==> config.mk <==
export PLATFORM = sky130hd
export DESIGN_NAME = instr_fetch_unit_flat
export DESIGN_NICKNAME = d
export VERILOG_FILES = /design/src/rtl/instr_fetch_unit_if.sv /design/src/rtl/instr_fetch_unit.sv /design/src/flat_wrapper.sv
export SDC_FILE = /design/constraint.sdc
export NUM_CORES = 1
export LEC_CHECK = 0
export ABC_AREA = 1
export BUFFER_PORTS_ARGS = -buffer_cell sky130_fd_sc_hd__buf_4
export CORE_MARGIN = 2
export CORE_UTILIZATION = 30
export DETAILED_ROUTE_END_ITERATION = 10
export HOLD_SLACK_MARGIN = 0.06
export PLACE_DENSITY = 0.43
export RECOVER_POWER = 100
export SYNTH_ARGS = -nofsm -noshare
export SYNTH_HDL_FRONTEND = slang
export SYNTH_SLANG_ARGS = --single-unit
==> constraint.sdc <==
create_clock -name clk -period 5 [get_ports clk]
set_input_delay 0.25 -clock clk [delete_from_list [all_inputs] [get_ports clk]]
set_output_delay 0.25 -clock clk [all_outputs]
set_load 0.02 [all_outputs]
==> src/rtl/instr_fetch_unit_if.sv <==
// rtl/instr_fetch_unit_if.sv - ROM, redirect and issue-side signals of the instruction fetch unit
interface instr_fetch_unit_if;
   logic        rom_nrd;
   logic [31:0] rom_addr;
   logic [31:0] rom_data;
   logic        redirect_valid;
   logic [31:0] redirect_pc;
   logic        inst_valid;
   logic [31:0] inst;
   logic [31:0] inst_pc;
   logic        inst_ready;

   modport master (
      output rom_nrd, rom_addr, inst_valid, inst, inst_pc,
      input  rom_data, redirect_valid, redirect_pc, inst_ready
   );

   modport slave (
      input  rom_nrd, rom_addr, inst_valid, inst, inst_pc,
      output rom_data, redirect_valid, redirect_pc, inst_ready
   );
endinterface

==> src/rtl/instr_fetch_unit.sv <==
// rtl/instr_fetch_unit.sv - PC/ROM fetch front end with a small instruction FIFO and redirect flush
module instr_fetch_unit #(
   parameter int          QUEUE_DEPTH = 4,
   parameter logic [31:0] RESET_PC    = 32'h0,
   parameter int          ROM_BYTES   = 100
) (
   input  logic                clk,
   input  logic                nrst,
   instr_fetch_unit_if.master  bus
);
   localparam int PW = $clog2(QUEUE_DEPTH);
   localparam int CW = PW + 1;
   localparam logic [0:0] ST_FETCH = 1'b0;
   localparam logic [0:0] ST_END   = 1'b1;
   localparam logic [0:0] ST_RESET =
      (({1'b0, RESET_PC} + 33'd4) > 33'(ROM_BYTES)) ? ST_END : ST_FETCH;

   function automatic logic past_end(input logic [31:0] a);
      return ({1'b0, a} + 33'd4) > 33'(ROM_BYTES);
   endfunction

   logic [0:0]    state_q, state_d;
   logic [31:0]   pc_q, pc_d;
   logic [CW-1:0] count_q, count_d;
   logic [PW-1:0] wr_ptr_q, wr_ptr_d;
   logic [PW-1:0] rd_ptr_q, rd_ptr_d;
   logic [31:0]   mem_inst [QUEUE_DEPTH];
   logic [31:0]   mem_pc   [QUEUE_DEPTH];

   logic [31:0] redirect_tgt;
   logic        fetch_en;
   logic        head_valid;
   logic        pop;

   // Fetch is gated by nrst so the strobe stays inactive throughout reset.
   assign redirect_tgt = {bus.redirect_pc[31:2], 2'b00};
   assign fetch_en     = nrst && (state_q == ST_FETCH) &&
                         (count_q < CW'(QUEUE_DEPTH)) && !bus.redirect_valid;
   assign head_valid   = (count_q != '0);
   assign pop          = head_valid && bus.inst_ready && !bus.redirect_valid;

   always_comb begin
      state_d  = state_q;
      pc_d     = pc_q;
      count_d  = count_q;
      wr_ptr_d = wr_ptr_q;
      rd_ptr_d = rd_ptr_q;
      if (bus.redirect_valid) begin
         state_d  = past_end(redirect_tgt) ? ST_END : ST_FETCH;
         pc_d     = redirect_tgt;
         count_d  = '0;
         wr_ptr_d = '0;
         rd_ptr_d = '0;
      end else begin
         if (fetch_en) begin
            pc_d     = pc_q + 32'd4;
            wr_ptr_d = wr_ptr_q + PW'(1);
            if (past_end(pc_q + 32'd4)) begin
               state_d = ST_END;
            end
         end
         if (pop) begin
            rd_ptr_d = rd_ptr_q + PW'(1);
         end
         count_d = count_q + CW'(fetch_en) - CW'(pop);
      end
   end

   always_ff @(posedge clk or negedge nrst) begin
      if (!nrst) begin
         state_q  <= ST_RESET;
         pc_q     <= RESET_PC;
         count_q  <= '0;
         wr_ptr_q <= '0;
         rd_ptr_q <= '0;
      end else begin
         state_q  <= state_d;
         pc_q     <= pc_d;
         count_q  <= count_d;
         wr_ptr_q <= wr_ptr_d;
         rd_ptr_q <= rd_ptr_d;
      end
   end

   // Storage needs no reset: the head outputs are masked while the FIFO is empty.
   always_ff @(posedge clk) begin
      if (fetch_en) begin
         mem_inst[wr_ptr_q] <= bus.rom_data;
         mem_pc[wr_ptr_q]   <= pc_q;
      end
   end

   assign bus.rom_nrd    = !fetch_en;
   assign bus.rom_addr   = pc_q;
   assign bus.inst_valid = head_valid;
   assign bus.inst       = head_valid ? mem_inst[rd_ptr_q] : 32'h0;
   assign bus.inst_pc    = head_valid ? mem_pc[rd_ptr_q]   : 32'h0;
endmodule

==> src/flat_wrapper.sv <==
// flat-port wrapper written by rule: the top's interface ports become plain ports
module instr_fetch_unit_flat 
#(
   parameter int          QUEUE_DEPTH = 4,
   parameter logic [31:0] RESET_PC    = 32'h0,
   parameter int          ROM_BYTES   = 100
)
  (clk, nrst, bus_rom_nrd, bus_rom_addr, bus_inst_valid, bus_inst, bus_inst_pc, bus_rom_data, bus_redirect_valid, bus_redirect_pc, bus_inst_ready);
  instr_fetch_unit_if bus_i ();
  input  logic clk;
  input  logic nrst;
  output wire logic [$bits(bus_i.rom_nrd)-1:0] bus_rom_nrd;
  output wire logic [$bits(bus_i.rom_addr)-1:0] bus_rom_addr;
  output wire logic [$bits(bus_i.inst_valid)-1:0] bus_inst_valid;
  output wire logic [$bits(bus_i.inst)-1:0] bus_inst;
  output wire logic [$bits(bus_i.inst_pc)-1:0] bus_inst_pc;
  input wire logic [$bits(bus_i.rom_data)-1:0] bus_rom_data;
  input wire logic [$bits(bus_i.redirect_valid)-1:0] bus_redirect_valid;
  input wire logic [$bits(bus_i.redirect_pc)-1:0] bus_redirect_pc;
  input wire logic [$bits(bus_i.inst_ready)-1:0] bus_inst_ready;
  assign bus_rom_nrd = bus_i.rom_nrd;
  assign bus_rom_addr = bus_i.rom_addr;
  assign bus_inst_valid = bus_i.inst_valid;
  assign bus_inst = bus_i.inst;
  assign bus_inst_pc = bus_i.inst_pc;
  assign bus_i.rom_data = bus_rom_data;
  assign bus_i.redirect_valid = bus_redirect_valid;
  assign bus_i.redirect_pc = bus_redirect_pc;
  assign bus_i.inst_ready = bus_inst_ready;
  instr_fetch_unit #(.QUEUE_DEPTH(QUEUE_DEPTH), .RESET_PC(RESET_PC), .ROM_BYTES(ROM_BYTES)) u_core (.clk(clk), .nrst(nrst), .bus(bus_i));
endmodule
### Word level (Yosys, flattened, before mapping)

Memory sizes are Yosys's and may differ from the RTL's.
Cells that the tools add are included.

* add/subtract/negate cells: 7
* magnitude comparators: 3
* multiplexer cells: 15
* bitwise gates (word level): 1
* reductions and logical operators: 12

Operator list (count)
* 2-to-1 mux 32 bit: 4
* adder 32 x 3 -> 33 bit (second input constant): 2
* > comparator 33 x 7 -> 1 bit (second input constant): 2
* adder 32 x 3 -> 32 bit (second input constant): 1
* 2-to-1 mux 2 bit: 4
* 2-to-1 mux 1 bit: 6
* nonzero test 2 bit: 3
* logical AND 1 bit: 5
* adder 2 x 1 -> 2 bit (second input constant): 2
* adder 3 x 1 -> 3 bit: 1
* less-than comparator 3 bit (second input constant): 1
* 2-to-1 mux 3 bit: 1
* nonzero test 3 bit: 1
* subtractor 3 x 1 -> 3 bit: 1
* logical NOT 1 bit: 2
* AND reduction 2 bit: 1
* NOT 1 bit: 1

* bits in registers: 40
* bits in writable memories: 256
* bits of input ports: 68
* output and inout port bits: 98
* memories: 2

Memory list
* u_core.mem_inst: words 4, width 32, read ports 1, clocked after memory_dff 0, write ports 1, line instr_fetch_unit.sv:27 `logic [31:0] mem_inst [QUEUE_DEPTH];`
* u_core.mem_pc: words 4, width 32, read ports 1, clocked after memory_dff 0, write ports 1, line instr_fetch_unit.sv:28 `logic [31:0] mem_pc [QUEUE_DEPTH];`

### Longest topological paths before layout

Gate-level depths: netlist (run 1).

* word-level depth: 7
* mapped depth: 21

### Worst setup path before layout (run 1)

Ideal clock, no wire load.

* path kind: register to register
* start: register u_core.count_q[2]
* end: memory u_core.mem_inst[0][0], enable pin
* arrival: 3846 ps
* required time: 4517 ps
* setup slack: 671 ps
* cell stages (with the launch flop): 7
* path buffers: 1
* clock period less this slack: 4329 ps
* cells stage by stage: dfrtp_1 > nor2_1 > nand2_1 > nor2_1 > clkinv_1 > clkbuf_1 > nor2_1

* word-level cells in the longest chain between the ends: 5

RTL lines
* from (decl): line instr_fetch_unit.sv:24 `logic [CW-1:0] count_q, count_d;`
* from (signal assigned): line instr_fetch_unit.sv:79 `count_q <= count_d;`
* less-than comparator 3 bit: line instr_fetch_unit.sv:38 `(count_q < CW'(QUEUE_DEPTH)) && !bus.redirect_valid;`
* logical AND 1 bit: line instr_fetch_unit.sv:37 `assign fetch_en = nrst && (state_q == ST_FETCH) &&`
* logical AND 1 bit: line instr_fetch_unit.sv:38
* 2-to-1 mux 1 bit: line instr_fetch_unit.sv:87 `if (fetch_en) begin`
* 2-to-1 mux 1 bit (implied by the code): line instr_fetch_unit.sv:88 `mem_inst[wr_ptr_q] <= bus.rom_data;`
* to (decl): line instr_fetch_unit.sv:27

Every way passes these cells.

### Worst setup path after layout (run 1)

* start: input nrst
* end: memory u_core.mem_inst[3][7], enable pin

* word-level cells in the longest chain between the ends: 5

RTL lines
* from (decl): line flat_wrapper.sv:11 `input logic nrst;`
* logical AND 1 bit (2 in series): line instr_fetch_unit.sv:37
* logical AND 1 bit: line instr_fetch_unit.sv:38
* 2-to-1 mux 1 bit: line instr_fetch_unit.sv:87
* 2-to-1 mux 1 bit (implied by the code): line instr_fetch_unit.sv:88

Every way passes these cells.

==> results of run 1 <==
-- cells by family (layout without fill, tap and decap cells) --
kind of cell,count (synthesis),after routing,share of synthesized area
simple gates,834,834,0.2393
flops,286,286,0.5888
compound gates,242,242,0.09343
buf+inv,190,420,0.05150
xor+xnor,26,26,0.01649
fa+ha+maj,11,11,0.01018
other cells,1,4,0.0002629
-- worst reg2reg max path: stages, from the launching register on --
cell and delay, ps:
dfrtp_1 430, nor2_1 110, nand2_1 70, nor2_1 110, clkbuf_1 940, clkinv_1 180, buf_4 290, nor2_2 1050
buf_4 420
-- cells in the final DEF, fill, tap and decap left out, types with 27 or more instances in the layout --
cell	instances
o21ai_0	138
clkbuf_1	141
nand3_1	77
nand4_1	28
clkbuf_16	31
a21oi_1	68
dlygate4sd3_1	58
o221ai_1	27
nor2_1	377
buf_4	43
inv_1	122
nand2_1	300
edfxtp_1	248
dfrtp_1	36
-- state kept, by name, indices dropped and copies added (netlist names) --
name and count:
u_core.bus.rom_addr 30, u_core.state_q 1, u_core.mem_pc 120, u_core.wr_ptr_q 2, u_core.count_q 3, u_core.rd_ptr_q 2
u_core.mem_inst 128
-- cell type report --
class                           instances  area, um^2
Clock inverter                          8       123.9
Timing Repair Buffer                  234        1431
Clock buffer                           50       907.1
Sequential cell                       286        8403
Inverter                              128       481.7
Multi-Input combinational cell       1117        5171
Tap cell                              607       759.5
Fill cell                            4845       29480
-- metrics by stage --
stage / cell area (um^2) / setup slack (ps) / power, mW / util
CTS: 17810 / 1260 / 7.514 / 0.3808
finish: 17280 / 829.2 / 7.161 / 0.3696
detailed placement: 16190 / 1303 / 5.140 / 0.3464
floorplan: 14270 / 671.1 / 4.138 / -
global placement: 16190 / 1361 / 5.135 / 0.3464
global route: 17280 / 445.5 / 7.556 / 0.3696
-- routing by layer --
layer | part of all wire | vias up | track usage
met5 | 0 | - | 0
met4 | 0.020 | 0 | 0.04228
met3 | 0.044 | 55 | 0.02094
met2 | 0.47 | 282 | 0.3051
met1 | 0.47 | 5552 | 0.2422
li1 | - | 5773 | -
-- how the worst max path moves through the flow --
| stage | from | end | slack (ps) | cells past startpoint |
|---|---|---|---|---|
| finish | nrst | u_core.mem_inst[3][7]$_DFFE_PP_ | 830 | 9 |
| global route | nrst | u_core.mem_inst[0][30]$_DFFE_PP_ | 450 | 9 |
| CTS | u_core.bus.rom_addr[2]$_DFFE_PN0P_ | u_core.state_q$_DFFE_PN0P_ | 1260 | 19 |
| detailed placement | u_core.bus.rom_addr[2]$_DFFE_PN0P_ | u_core.state_q$_DFFE_PN0P_ | 1300 | 19 |
| global placement | u_core.bus.rom_addr[2]$_DFFE_PN0P_ | u_core.state_q$_DFFE_PN0P_ | 1360 | 19 |
| floorplan | u_core.count_q[2]$_DFF_PN0_ | u_core.mem_inst[0][0]$_DFFE_PP_ | 670 | 6 |
-- power groups by stage --
| stage | clock [mW] | sequential (mW) | combinational, mW |
|---|---|---|---|
| finish | 2.32 | 2.91 | 1.93 |
| global route | 2.46 | 2.93 | 2.16 |
| CTS | 2.38 | 2.92 | 2.22 |
| detailed placement | 0 | 2.97 | 2.17 |
| global placement | 0 | 2.96 | 2.17 |
| floorplan | 0 | 2.87 | 1.26 |
==> reports/results.tsv, run 1 <==
metric	value	unit
clockPowerShare	0.324	
grt_pass1_vias	11600	
drc	0	
drive_gt1_frac	0.06692	
setup_tns	0	ps
synthDistinctLibCells	36	
switchingPower	2.566	mW
num_vias	11660	
period_share	0.8342	
critPathSlowestCell	nor2_2	
fmax	0.2398	GHz
cts_tree	built	
cp.arrival	4420	ps
via_per_inst	4.799	
timing.hold.ws	92.58	ps
worstPathRequired	5240	ps
setup_violations	0	
crit_family	buffers and inverters	
async_flop_share	0.1329	
cts_repair_resize_count	0	
drt_first_iter_violations	604	
die_area	49300	um^2
rrSetupSlack	1080	ps
gp_congestion	0.8645	
finalHoldViolations	0	
die_x	222.0	um
grt_antenna_before_repair	0	
htree_levels	1	
synth.area.top_cells	edfxtp_1 52%, nor2_1 10%, nand2_1 7.9%	
slew_viol_final	0	
max-cap-violations	0	
hold_class	in -> reg	
ctsRootBufferMaster	clkbuf_16	
wirelength	44460	um
grt.total_usage	0.1787	
regToRegStartpoint	u_core.state_q$_DFFE_PN0P_	
skew	22.20	ps
clk_latency	570	ps
area_growth	21.14	%
io_buffers	159	
synth.most_common_cell	nor2_1	
hpwlAfterDp	29030	um
cts_sinks	286	
ys_seq_area_frac	0.5888	
syn-cell-area	14260	um^2
outcome	finished clean	
nets	1877	
synth_top_area_cell	edfxtp_1	
r2r_cells	8	
ios	166	
holdPathStages	3	
vdd_drop_max	231.1	uV
dp.cells	2314	
grt_max_degree	103	
max_stage_delay	1040	ps
path_cells	dlygate4sd3_1 > buf_4 > nand2_1 > nor2_1 > clkbuf_1 > clkinv_1 > buf_4 > nor2_2 > buf_4	
clkTransAtPathRegs	60	ps
critical_path_class	in -> reg	
die_h	222.0	um
worst_pin_slew	1345	ps
worstPathMaxFanout	39	
wl_per_cell	18.30	um
core	46750	um^2
powerDensity	414.5	nW/um^2
cp-start-kind	primary input	
slew_headroom	0.1034	
stdcell_count	2430	
ys_seq_elements	286	
hold_end	u_core.bus.rom_addr[26]$_DFFE_PN0P_	
synth_cells	1590	
synth.top_cell.area_share	0.5222	
hold_path.startpoint	bus_redirect_pc[26]	
cts_setup_buffers	0	
drtAntennaViolNets	0	
fp-row-count	79	
p_seq_frac	0.406	
synth_edf_count	248	
cts_made_buffers	31	
crit_top_cell	buf_4	
n_antenna_cell	0	
cp-end-kind	register	
rsz0062_at_grt	no	
yosys_warnings	0	
worst-path-buf-inv	6	
max-clock-path-buffers	3	
leakagePower	6.348	nW
intPower	4.595	mW
grt_overflow_total	0	
rr_endpoint	u_core.mem_inst[3][7]$_DFFE_PP_	
swShare	0.3583	
syn_avg_cell_area	8.970	um^2
ys_top_cells_by_count	382 x nor2_1, 299 x nand2_1, 248 x edfxtp_1, 137 x o21ai_0, 121 x inv_1	
synthFlopType	edfxtp_1	
dr.pass1.iters	7	
grt_pass1_wl	68150	um
hold_buffers	58	
post-route-min-period	4171	ps
initial_utilization	0.3051	
p_comb_frac	0.270	
No activity file was read; power rests on OpenSTA's default activity.
==> run 2, diff against run 1 <==
- ABC_AREA: 1 -> 0
- clock period: 5 -> 4.09 ns (I/O delays scaled with it)
==> reports/results.tsv, run 2 <==
metric	value	unit
htree_levels	1	
largest_reg_flops	128	
n_antenna_cell	0	
ys_top_cells_by_count	248 x edfxtp_1, 68 x and2_1, 67 x nand2_1, 62 x mux4_2, 40 x nor2_1	
top_register	u_core.mem_inst	
grt_antenna_before_repair	0	
cp-end-kind	register	
path_cells	nand4_1 > or4_1 > o31ai_1 > o211ai_1 > a2111oi_0 > nand4_1 > nor4_1 > nand4_1 > o211a_1	
grt_max_degree	65	
synthAdderAreaFrac	0.01075	
dr.pass1.iters	5	
worstPathMaxFanout	14	
num_vias	8914	
violations	max-capacitance violations, max-slew violations	
worstPathRequired	4530	ps
period_share	0.8890	
slew_viol_final	258	
gp_congestion	0.8554	
synthFlopType	edfxtp_1	
max-clock-path-buffers	3	
synth_top_family_by_area	simple AND/OR/NAND/NOR gates	
grt.total_usage	0.1585	
grt_overflow_total	0	
die_h	216.1	um
async_flop_share	0.1329	
area_growth	23.36	%
grt_pass1_wl	56610	um
synth_top_area_cell	edfxtp_1	
clkTransAtPathRegs	60	ps
ys_seq_elements	286	
synth.top_cell.area_share	0.5518	
cts_made_buffers	31	
vdd_drop_max	282.7	uV
grt_util_met2	0.2566	
cts_tree	built	
worst_pin_slew	2387	ps
hold_class	in -> reg	
swShare	0.2941	
syn_avg_cell_area	14.34	um^2
cts_repair_resize_count	0	
p_seq_frac	0.426	
drive_gt1_frac	0.1947	
postLayoutCellArea	16650	um^2
die_area	46700	um^2
crit_top_cell	nand4_1	
drc	0	
rrSetupSlack	450	ps
grtUsageMet3	0.02288	
clk_latency	560	ps
grt_pass1_vias	9158	
via_per_inst	4.955	
post-route-min-period	3636	ps
cp-start-kind	register	
switchingPower	2.305	mW
synth-compound-area-share	0.05989	
drtAntennaViolNets	0	
grtUsageMet1	0.2225	
max-cap-violations	5	
fp-row-count	77	
p_comb_frac	0.238	
slew_headroom	-0.5916	
intPower	5.534	mW
critPathSlowestCell	or4_1	
synthDistinctLibCells	86	
hpwlAfterDp	23110	um
grt.busiest_layer	met2	
core	44320	um^2
synth_cells	941	
setup_tns	0	ps
synth_mux_area_frac	0.1094	
yosys_warnings	0	
wl_per_cell	20.68	um
skew	13.57	ps
ios	166	
worst-path-buf-inv	0	
cts_sinks	286	
drt_first_iter_violations	608	
fill_cells	4386	
ctsRootBufferMaster	clkbuf_16	
leakagePower	5.515	nW
max_stage_delay	740	ps
final_common_cell	edfxtp_1	
final_cell_mix	248 x edfxtp_1, 111 x clkbuf_1, 97 x buf_4	
synth_simple_gate_area_frac	0.1353	
io_buffers	159	
crit_family	simple AND/OR/NAND/NOR gates	
fmax	0.2750	GHz
wirelength	37210	um
ys_seq_area_frac	0.6222	
synth_edf_count	248	
outcome	complete, but fails checks	
synth.area.top_cells	edfxtp_1 55%, mux4_2 10%, dfrtp_1 7.0%	
powerDensity	470.8	nW/um^2
syn-cell-area	13500	um^2
rsz0062_at_grt	no	
cp.arrival	4080	ps
clockPowerShare	0.336	
nets	1262	
critical_path_class	reg -> reg	
finalHoldViolations	0	
die_x	216.1	um
dpl_cell_area	15530	um^2
initial_utilization	0.3045	
setup_violations	0	
synth_xor_area_frac	0.03022	
synth.most_common_cell	edfxtp_1	
-- run 2: cell types whose count changed after synthesis, moves of 11 or more --
cell / before / now
and2_1: 0 / 68
nand3_1: 77 / 39
o221ai_1: 27 / 9
nor2_1: 382 / 40
mux4_2: 0 / 62
clkbuf_1: 46 / 34
a21oi_1: 68 / 10
nand2_1: 299 / 67
inv_1: 121 / 26
xnor2_1: 1 / 24
o21ai_0: 137 / 28
nor2_2: 11 / 0
-- run 2: timing repair --
action | CTS | global route
endpoints found under the hold margin | 198 | 0
hold buffers | 64 | 0
endpoints found under the setup margin | 0 | 0
setup buffers | 0 | 0
-- run 2: path summary, 6_finish.rpt --
check / from / to / cells after the start
worst max-delay path: u_core.bus.rom_addr[14]$_DFFE_PN0P_ / u_core.state_q$_DFFE_PN0P_ / 9
worst min-delay path: bus_redirect_valid / u_core.rd_ptr_q[1]$_DFFE_PN0P_ / 2
worst max register to register: u_core.bus.rom_addr[14]$_DFFE_PN0P_ / u_core.state_q$_DFFE_PN0P_ / 9
worst min register to register: u_core.wr_ptr_q[0]$_DFFE_PN0P_ / u_core.wr_ptr_q[0]$_DFFE_PN0P_ / 1
max in group asynchronous: nrst / u_core.rd_ptr_q[1]$_DFFE_PN0P_ / 3
min in group asynchronous: nrst / u_core.bus.rom_addr[25]$_DFFE_PN0P_ / 3
-- run 2: logic make-up (layout without fill, tap and decap cells) --
family	Yosys count	in the layout
XOR/XNOR	44	44
buffers and inverters	87	350
adder cells (fa/ha/maj)	11	11
other	1	4
multiplexers	70	70
AO/OA/AOI/OAI	113	113
AND/OR/NAND/NOR	329	329
flip-flops	286	286
-- run 2: power by group through the flow --
stage               logic, mW  clock network [mW]  registers (mW)
detailed placement       1.98                   0            3.40
floorplan                1.16                   0            3.37
finish                   1.87                2.63            3.34
global route             2.03                2.84            3.35
CTS                      2.03                2.73            3.34
global placement         1.98                   0            3.40
-- run 2: through the flow --
step / util / instances / setup WS (ps) / power (mW) / hold WS [ps]
floorplan: - / 944 / 755.5 / 4.533 / -91.09
global placement: 0.3505 / 1678 / 612.7 / 5.377 / 383.7
detailed placement: 0.3505 / 1678 / 575.6 / 5.380 / 376.7
CTS: 0.3864 / 1799 / 568.1 / 8.106 / 146.5
global route: 0.3757 / 1799 / 158.3 / 8.223 / 208.1
finish: 0.3757 / 1799 / 454.2 / 7.839 / 205.0
-- run 2: final cells by class --
class	count	area [um^2]	share of cell area
flip-flops and latches	286	8406	0.5048
multi-input cells	571	4666	0.2802
repair buffers	267	1789	0.1075
clock buffers	46	872.1	0.05238
well taps	592	740.7	0.04449
inverters	26	97.59	0.005862
clock inverters	11	78.83	0.004734
-- run 2: layer usage --
| metal | part of all wire | wire length (um) | vias up |
|---|---|---|---|
| met5 | 0 | 0 | - |
| met4 | 0.019 | 712 | 0 |
| met3 | 0.055 | 2062 | 43 |
| met2 | 0.47 | 17320 | 255 |
| met1 | 0.46 | 17110 | 4482 |
| li1 | - | - | 4134 |
==> run 3, diff against run 2 <==
- ABC_AREA: 0 -> not set
- BUFFER_PORTS_ARGS: -buffer_cell sky130_fd_sc_hd__buf_4 -> -buffer_cell sky130_fd_sc_hd__buf_2
==> reports/results.tsv, run 3 (synthesis results as in run 2) <==
metric	value	unit
cp-start-kind	register	
worst-path-buf-inv	2	
initial_utilization	0.3045	
grt_pass1_wl	56350	um
final_cell_mix	248 x edfxtp_1, 128 x clkbuf_1, 67 x nand2_1	
wirelength	36970	um
grt_antenna_before_repair	0	
regToRegStartpoint	u_core.count_q[2]$_DFF_PN0_	
die_area	46700	um^2
drtAntennaViolNets	0	
dp.cells	1679	
leakagePower	5.485	nW
crit_family	simple AND/OR/NAND/NOR gates	
max-clock-path-buffers	3	
drive_gt1_frac	0.1802	
max-cap-violations	4	
worstPathMaxFanout	26	
fill_cells	4394	
post-route-min-period	3628	ps
skew	18.03	ps
drt_first_iter_violations	759	
largest_reg_flops	128	
n_antenna_cell	0	
fp-row-count	77	
htree_levels	1	
clkTransAtPathRegs	70	ps
design_power_total	7.797	mW
ctsRootBufferMaster	clkbuf_16	
nets	1265	
rrSetupSlack	460	ps
die_h	216.1	um
ios	166	
period_share	0.8870	
wl_per_cell	20.52	um
clk_latency	580	ps
powerDensity	471.4	nW/um^2
slew_headroom	-0.6403	
core	44320	um^2
finalHoldViolations	0	
worstPathRequired	4340	ps
via_per_inst	4.940	
drc	0	
gp_congestion	0.8682	
hold_class	in -> reg	
fmax	0.2756	GHz
grt_max_degree	65	
area_growth	22.56	%
grt.total_usage	0.1577	
setup_violations	0	
outcome	complete, but fails checks	
grt_overflow_total	0	
grt_pass1_vias	9223	
critPathSlowestCell	and2_1	
cts_repair_resize_count	0	
rsz0062_at_grt	no	
cp.arrival	3880	ps
cts_made_buffers	31	
vdd_drop_max	303.9	uV
startpoint	u_core.count_q[2]$_DFF_PN0_	
dr.pass1.iters	4	
violations	max-capacitance violations, max-slew violations	
hold_path.startpoint	bus_redirect_valid	
top_register	u_core.mem_inst	
io_buffers	159	
num_vias	8902	
stdcell_count	1802	
slew_viol_final	123	
cts_sinks	286	
max_stage_delay	1400	ps
cts_tree	built	
worst_pin_slew	2461	ps
critical_path_class	reg -> reg	
setup_tns	0	ps
final_common_cell	edfxtp_1	
cp-end-kind	register	
hpwlAfterDp	23800	um
path_cells	or2b_2 > or3_1 > inv_1 > and2_1 > buf_4	
die_x	216.1	um
## run 3: cell count changes in the layout (fill, tap and decap cells not counted), sizes merged
cell and delta:
inv +1, bufinv +1, buf -12, dlygate4sd3 +2
clkbuf +11
## run 3: metrics by stage
| stage | setup WS [ps] | cell area, um^2 | hold slack, ps | utilization |
|---|---|---|---|---|
| 2_1_floorplan | 755.5 | 13510 | -91.09 | - |
| 4_1_cts | 656.1 | 16760 | 69.73 | 0.3783 |
| 6_report | 462.0 | 16540 | 111.6 | 0.3732 |
| 3_3_place_gp | 710.7 | 15130 | 394.6 | 0.3414 |
| 3_5_place_dp | 671.7 | 15130 | 393.1 | 0.3414 |
| 5_1_grt | 238.1 | 16540 | 109.0 | 0.3732 |
## run 3: metal layers
metal  global-route usage  share of wire
met2               0.2576           0.47
met3              0.02246          0.043
met5                    0              0
met4              0.04018          0.018
met1               0.2212           0.47
## run 3: where the power goes
group	internal (mW)	leakage (nW)	switching, mW	total [mW]
clock	1.57	0.476	1.13	2.71
combinational	0.667	2.31	1.05	1.72
sequential	3.23	2.70	0.143	3.37
total	5.47	5.48	2.33	7.80
## run 3: final cells by class
class                   instances  area, um^2  area share
flip-flops and latches        286        8406      0.5082
multi-input cells             571        4676      0.2827
repair buffers                270        1648     0.09962
clock buffers                  44       855.8     0.05174
well taps                     592       740.7     0.04478
clock inverters                13       117.6    0.007110
inverters                      26       97.59    0.005900
## run 3: final timing paths
| path | cells past startpoint | end |
|---|---|---|
| worst max-delay path | 5 | u_core.mem_inst[0][3]$_DFFE_PP_ |
| worst min-delay path | 3 | u_core.bus.rom_addr[23]$_DFFE_PN0P_ |
| worst max register to register | 5 | u_core.mem_inst[0][3]$_DFFE_PP_ |
| worst min register to register | 1 | u_core.wr_ptr_q[0]$_DFFE_PN0P_ |
| max in group asynchronous | 3 | u_core.rd_ptr_q[1]$_DFFE_PN0P_ |
| min in group asynchronous | 3 | u_core.bus.rom_addr[21]$_DFFE_PN0P_ |
## run 3: worst reg2reg max path, cell delays in order, from the launching register on
cell	delay, ps
dfrtp_1	430
or2b_2	350
or3_1	330
inv_1	310
and2_1	1410
buf_4	480
## run 3: repair_timing
item | CTS | global route
endpoints found under the hold margin | 198 | 0
buffers inserted | 0 | 0
hold buffers | 66 | 0
